**src/rtl/iob_merge.sv**
```systemverilog
// N-master to 1-slave IOb merger with round-robin arbitration.
// One transaction in flight; read responses return to the owning master.
module iob_merge #(
    parameter int N_MASTERS = 2,
    parameter int ADDR_W    = 32,
    parameter int DATA_W    = 32
) (
    input  logic                                                 clk_i,
    input  logic                                                 arst_i,
    input  logic                                                 cke_i,
    input  logic [N_MASTERS*(1+ADDR_W+DATA_W+DATA_W/8)-1:0]      m_req_i,
    output logic [N_MASTERS*(DATA_W+2)-1:0]                      m_resp_o,
    output logic [(1+ADDR_W+DATA_W+DATA_W/8)-1:0]                s_req_o,
    input  logic [(DATA_W+2)-1:0]                                s_resp_i
);

    localparam int          STRB_W = DATA_W / 8;
    localparam int          REQ_W  = 1 + ADDR_W + DATA_W + STRB_W;
    localparam int          RESP_W = DATA_W + 2;
    localparam int          MW     = (N_MASTERS > 1) ? $clog2(N_MASTERS) : 1;
    localparam int unsigned N_U    = N_MASTERS;

    typedef enum logic [1:0] {
        IDLE,
        GRANT,
        WAIT_R
    } state_t;

    state_t          state_q, state_d;
    logic [MW-1:0]   grant_q, grant_d;
    logic [MW-1:0]   ptr_q, ptr_d;

    logic [REQ_W-1:0]     req [N_MASTERS];
    logic [N_MASTERS-1:0] avalid;
    logic [REQ_W-1:0]     sel_req;
    logic                 sel_avalid;
    logic                 sel_write;
    logic                 s_ready;
    logic                 s_rvalid;
    logic [DATA_W-1:0]    s_rdata;
    logic                 accept;
    logic [MW-1:0]        grant_inc;

    logic                 arb_any;
    logic [MW-1:0]        arb_idx;
    logic                 found_hi;
    logic [MW-1:0]        hi_idx;
    logic [MW-1:0]        lo_idx;

    always_comb begin
        for (int unsigned k = 0; k < N_U; k++) begin
            req[k]    = m_req_i[k*REQ_W +: REQ_W];
            avalid[k] = req[k][REQ_W-1];
        end
    end

    always_comb begin
        sel_req = '0;
        for (int unsigned k = 0; k < N_U; k++) begin
            if (grant_q == MW'(k)) sel_req = req[k];
        end
    end

    assign sel_avalid = sel_req[REQ_W-1];
    assign sel_write  = |sel_req[STRB_W-1:0];
    assign s_ready    = s_resp_i[0];
    assign s_rvalid   = s_resp_i[1];
    assign s_rdata    = s_resp_i[RESP_W-1:2];
    assign accept     = (state_q == GRANT) && sel_avalid && s_ready;
    assign grant_inc  = (32'(grant_q) == N_U - 1) ? '0 : grant_q + MW'(1);

    // Rotating search: lowest requester at or above ptr, else lowest overall (wrap).
    always_comb begin
        arb_any  = 1'b0;
        found_hi = 1'b0;
        hi_idx   = '0;
        lo_idx   = '0;
        for (int unsigned j = 0; j < N_U; j++) begin
            if (avalid[j]) begin
                if (!arb_any) begin
                    lo_idx  = MW'(j);
                    arb_any = 1'b1;
                end
                if (!found_hi && (j >= 32'(ptr_q))) begin
                    hi_idx   = MW'(j);
                    found_hi = 1'b1;
                end
            end
        end
        arb_idx = found_hi ? hi_idx : lo_idx;
    end

    always_ff @(posedge clk_i or posedge arst_i) begin
        if (arst_i) begin
            state_q <= IDLE;
            grant_q <= '0;
            ptr_q   <= '0;
        end else if (cke_i) begin
            state_q <= state_d;
            grant_q <= grant_d;
            ptr_q   <= ptr_d;
        end
    end

    always_comb begin
        state_d = state_q;
        grant_d = grant_q;
        ptr_d   = ptr_q;
        case (state_q)
            IDLE: begin
                if (arb_any) begin
                    grant_d = arb_idx;
                    state_d = GRANT;
                end
            end
            GRANT: begin
                if (accept) begin
                    // A zero-latency read completes in the acceptance cycle.
                    if (sel_write || s_rvalid) begin
                        ptr_d   = grant_inc;
                        state_d = IDLE;
                    end else begin
                        state_d = WAIT_R;
                    end
                end else if (!sel_avalid) begin
                    state_d = IDLE;
                end
            end
            WAIT_R: begin
                if (s_rvalid) begin
                    ptr_d   = grant_inc;
                    state_d = IDLE;
                end
            end
            default: state_d = IDLE;
        endcase
    end

    always_comb begin
        s_req_o          = sel_req;
        s_req_o[REQ_W-1] = (state_q == GRANT) && sel_avalid;
        m_resp_o         = '0;
        for (int unsigned k = 0; k < N_U; k++) begin
            m_resp_o[k*RESP_W+2 +: DATA_W] = s_rdata;
            if (grant_q == MW'(k)) begin
                m_resp_o[k*RESP_W]   = (state_q == GRANT) && s_ready;
                m_resp_o[k*RESP_W+1] = (state_q != IDLE) && s_rvalid;
            end
        end
    end

endmodule
```
**config.mk**
```make
export PLATFORM = sky130hd
export DESIGN_NAME = iob_merge
export DESIGN_NICKNAME = d
export VERILOG_FILES = /design/src/rtl/iob_merge.sv
export SDC_FILE = /design/constraint.sdc
export NUM_CORES = 1
export LEC_CHECK = 0
export ABC_CLOCK_PERIOD_IN_PS = 1900
export CORE_AREA = 2 2 121 123
export CTS_CLUSTER_DIAMETER = 200
export DETAILED_ROUTE_END_ITERATION = 12
export DIE_AREA = 0 0 123 125
export PLACE_DENSITY_LB_ADDON = 0.05
export SYNTH_ARGS = -nofsm -noshare
export SYNTH_HDL_FRONTEND = slang
export SYNTH_SLANG_ARGS = --single-unit
export TNS_END_PERCENT = 5
```
**constraint.sdc**
```tcl
create_clock -name clk_i -period 1.9 [get_ports clk_i]
set_clock_uncertainty 0.15 [all_clocks]
set_input_delay 0.475 -clock clk_i [delete_from_list [all_inputs] [get_ports clk_i]]
set_output_delay 0.475 -clock clk_i [all_outputs]
set_load 0.01 [all_outputs]
```
* Word-level counts from Yosys, hierarchy flattened
Cells that the tools add are included.
Operators by class: bitwise operators 0, reductions and logical operators 12, mux-type cells 24, add/sub/neg operators 1, $mul 0, div/mod/pow operators 0, $lt $le $gt $ge 1, eq/ne operators 7, shift operators 0
Operators with widths (count):
- $mux W69 | 1
- $mux W1 | 14
- $mux W2 | 7
- $ne A2 B2 Y1 const B | 4
- $pmux W2 S3 | 1
- $reduce_and A5 Y1 | 1
- $logic_and A1 B1 Y1 | 4
- $reduce_and A4 Y1 | 1
- $reduce_bool A2 Y1 | 2
- $reduce_or A4 Y1 | 1
- $ne A3 B3 Y1 const B | 1
- $reduce_and A3 Y1 | 1
- $eq A2 B1 Y1 const B | 1
- $eq A2 B2 Y1 const B | 1
- $logic_not A2 Y1 | 1
- $pmux W1 S2 | 1
- $add A1 B1 Y1 const B | 1
- $ge A1 B1 Y1 const A | 1
- $logic_or A1 B1 Y1 | 1
Storage, ports and cells: latch bits 0, word-level logic and storage cells 48, bits of input ports 175, memory bits (read-only) 0, RAM bits 0, memories kept 0, bits in registers 4

* Longest topological paths before layout
word-level depth 6, depth in mapped cells 5

* Worst setup path after synthesis
No wires, ideal clock.
path type reg-to-output, start reg grant_q, end out s_req_o[0], stages on the path, launching flop included 5, arrival time 1.189 ns, setup slack 0.086 ns, path buffers 3, required time 1.275 ns, cells stage by stage dfrtp_1 buf_4 buf_2 buf_2 mux2_2
On the way: cells in the longest elaborated chain, start to end 1
RTL lines:
- start, declared | line 30 | logic [MW-1:0] grant_q, grant_d;
- start signal, assigned | line 100 | grant_q <= grant_d;
- $mux W69 | line 60 | if (grant_q == MW'(k)) sel_req = req[k];
- end, declared | line 13 | output logic [(1+ADDR_W+DATA_W+DATA_W/8)-1:0] s_req_o,
Every way passes these cells.

* Worst setup path after layout
start reg grant_q, end out s_req_o[43]
The elaborated chain is that of the path after synthesis.

==> results.txt <==
The flow ran to the end, but the final reports show violations. The checks that failed: setup timing. After the flow finishes, the layout carries non-filler instances totaling 533.

The post-route clock period utilization works out to 1.11. Counting the fill cells in the layout gives 1,538. The total of warnings raised by yosys was 0; the iteration-0 DRC count of the detailed router was 20. TritonCTS built the clock tree. Measured along the x axis, the die boundary spans 123 microns. The logs give 14,200 sq um for the core footprint and 312 for the number of top-level design ports. The area overhead of the layout relative to synthesis is 133%, and the maximum buffer depth of the clock tree is 2.

Setup repair after global routing could not meet its margin everywhere. The cell depth of the worst flop-to-flop path is 6. Including well taps, the total number of placed cells is 523. For this run the aggregate overflow at the end of global routing stands at 0. Setup violations remaining at the end of the flow were counted as 76.

In this run, CTS created clock tree buffers numbering 3. Number of buffers inserted for hold repair after clock tree synthesis: 0. CTS saw 4 sinks. Summing over every cut layer, the via total after detailed routing is 1,960. Synthesis instantiated 27 different standard cells from the library. The die area came out at 15,400 sq um. Class of the tightest hold or removal check: input pin to async pin.

Leaving out fill and tap cells, the most frequent cell in the layout is clkdlybuf4s50_1. Of all nets on the critical path, the largest fanout is 12. The final number of hold-violating endpoints is 0. After detailed routing, the average wire length per cell comes to 15.5 microns. Before antenna repair, the detailed router went through 3 iterations. The slew at the pin with the worst max-slew slack is 251 ps, and the standard-cell row count is 44.

The synthesized netlist cell count is 178. The count of H-tree levels built during CTS came out at 1. The placed wire-length estimate after detailed placement was 7010 microns; the clock insertion delay at the later pin of the skew report was 220 ps. The proportion of netlist area held by the largest area contributor is 0.476. The via count of the first global-routing pass came out at 2,157.

The average cell area after synthesis is 9.17 sq um, and the smallest hold slack is 288 ps. The largest total area in the synthesized netlist belongs to mux2_2. Power per unit of standard cell area: 978 nW/um^2. The top cell types in the final layout, fill and taps aside, are clkdlybuf4s50_1 (140), mux2_2 (67), buf_6 (44). The fraction of layout instances using a drive strength above 1 was 0.513. The endpoint type of the worst setup path is a primary output. The number of flip-flops and latches in the synthesized netlist is 4.

The worst setup slack after layout is -208 ps, and the clock transition at the registers of the reported paths is 30 ps. Measured along the y axis, the die boundary spans 125 microns. The tools report the worst reg2reg path endpoint as state_q[0]$_DFFE_PP0P_. For the worst setup path, the data arrival time is 1480 ps. In the routed design, unresolved DRC markers number 0. Synthesis produced a netlist with a net count of 353. The maximum vdd drop was 0.341 mV.

The setup check on the worst reg-to-reg path leaves a slack of -170 ps. Part of the Yosys area used for sequential elements: 0.0613. The relative slew slack is 0.832. The shortest clock period the worst path allows after layout was 2110 ps; the total inserted antenna cells was 0. Max-cap violations in this run came to 0.

The final max-slew violation count was 0. First-pass GRT wire length: 11,700 microns. STA classifies the critical path startpoint as a register. After synthesis the cells add up to 1630 sq um. Routability-driven placement finished with a final weighted congestion of 0.659.

The startpoint of the most critical register-to-register path was grant_q$_DFFE_PP0P_. The run gives 525 as the number of nets in the layout. The maximum number of pins on one net before global-route repair was 15; the post-detailed-routing wire length was 8250 microns. By area the synthesized netlist is led by mux2_2 (48%), buf_4 (30%), dfrtp_1 (6.1%). The overall routing resource usage came out at 0.0994.

The required time of the critical path was 1270 ps. For this run, the top clock speed supported by timing is 0.474 GHz. The run gives 0 as the number of nets still failing antenna checks after routing.

The tree is rooted in a clkbuf_16. The analysis attributes to cell leakage a power of 1.56 nW. After detailed routing, the number of vias per cell comes to 3.68. Input and output buffers added on the ports amount to 215. The run gives 0.115 as the initial core utilization. The initial antenna violation count was 0. Type of the worst setup path: register to primary output. In this run the worst setup path begins at grant_q$_DFFE_PP0P_.
logic make-up (layout without fill, tap and decap cells):
logic type,Yosys count,count (layout),share of synthesized area
DFF,4,4,0.0613
and+or+nand+nor,18,18,0.0667
muxes,72,72,0.497
buffers and inverters,75,246,0.328
AOI/OAI and AO/OA,9,9,0.0467
stage by stage:
stage	util	TNS, ps	power [mW]	instance area [sq um]	setup WS [ps]
3_5_place_dp	0.258	-27380	3.18	3670	-622
5_1_grt	0.268	-15090	3.98	3800	-247
4_1_cts	0.268	-13600	3.82	3810	-276
6_report	0.268	-11540	3.72	3800	-208
2_1_floorplan	-	0	1.65	1630	85.7
3_3_place_gp	0.258	-27370	3.20	3670	-625
Yosys cell counts:
| cell type | instances |
|---|---|
| a21boi_0 | 1 |
| a21oi_1 | 3 |
| a22o_1 | 1 |
| a41o_1 | 1 |
| and2_1 | 1 |
| and3b_1 | 2 |
| buf_2 | 8 |
| buf_4 | 65 |
| dfrtp_1 | 4 |
| inv_1 | 2 |
| mux2_2 | 69 |
| mux2_4 | 1 |
| mux2i_1 | 2 |
| nand2_1 | 2 |
| nand2b_1 | 1 |
| nand3_1 | 1 |
| nand4b_1 | 1 |
| nor2_1 | 3 |
| nor2b_1 | 2 |
| nor3_1 | 1 |
| nor3b_1 | 1 |
| nor4_1 | 1 |
| o21a_1 | 1 |
| o22ai_1 | 1 |
| o311a_4 | 1 |
| or3_1 | 1 |
| or3b_1 | 1 |
worst max-delay path by stage:
stage	endpoint	slack [ps]	cells past startpoint
floorplan	s_req_o[0]	90	4
global placement	m_resp_o[0]	-630	4
detailed placement	m_resp_o[0]	-620	4
CTS	m_resp_o[1]	-280	4
global route	s_req_o[66]	-250	4
finish	s_req_o[43]	-210	4
layout make-up:
type | instances | area (sq um) | area share
multi-input cells | 99 | 1020 | 0.269
well taps | 184 | 230 | 0.0605
flip-flops and latches | 4 | 104 | 0.0273
repair buffers | 240 | 2360 | 0.620
inverters | 2 | 7.51 | 0.00197
clock buffers | 4 | 78.8 | 0.0207
sequential cells by signal, summed over array words and instances (netlist names):
name     cells
ptr_q        1
state_q      2
grant_q      1
report_power, final:
group	switching, mW	total [mW]	internal, mW	leakage (nW)
Sequential	0.0460	0.177	0.131	0.0468
Clock	0.0632	0.341	0.278	0.0382
Combinational	1.20	3.20	2.01	1.48
layer usage:
metal  wire, microns  global-route usage  vias up
li1                -                   -      905
met1            2460              0.0891      879
met2            4600               0.204      165
met3            1140              0.0415       11
met4              55              0.0147        0
met5               0                   0        -
worst max-delay path, stage by stage, from the launching register on:
cell and delay (ps):
dfrtp_4 520, buf_12 170, buf_12 140, mux2_4 300, buf_6 120
timing repair:
action	CTS	global route
cloned	2	0
gates resized for setup	347	9
setup buffers	5	0
pin swaps	3	3
endpoints found under the setup margin	75	77
Power figures use the tool's default switching activity.
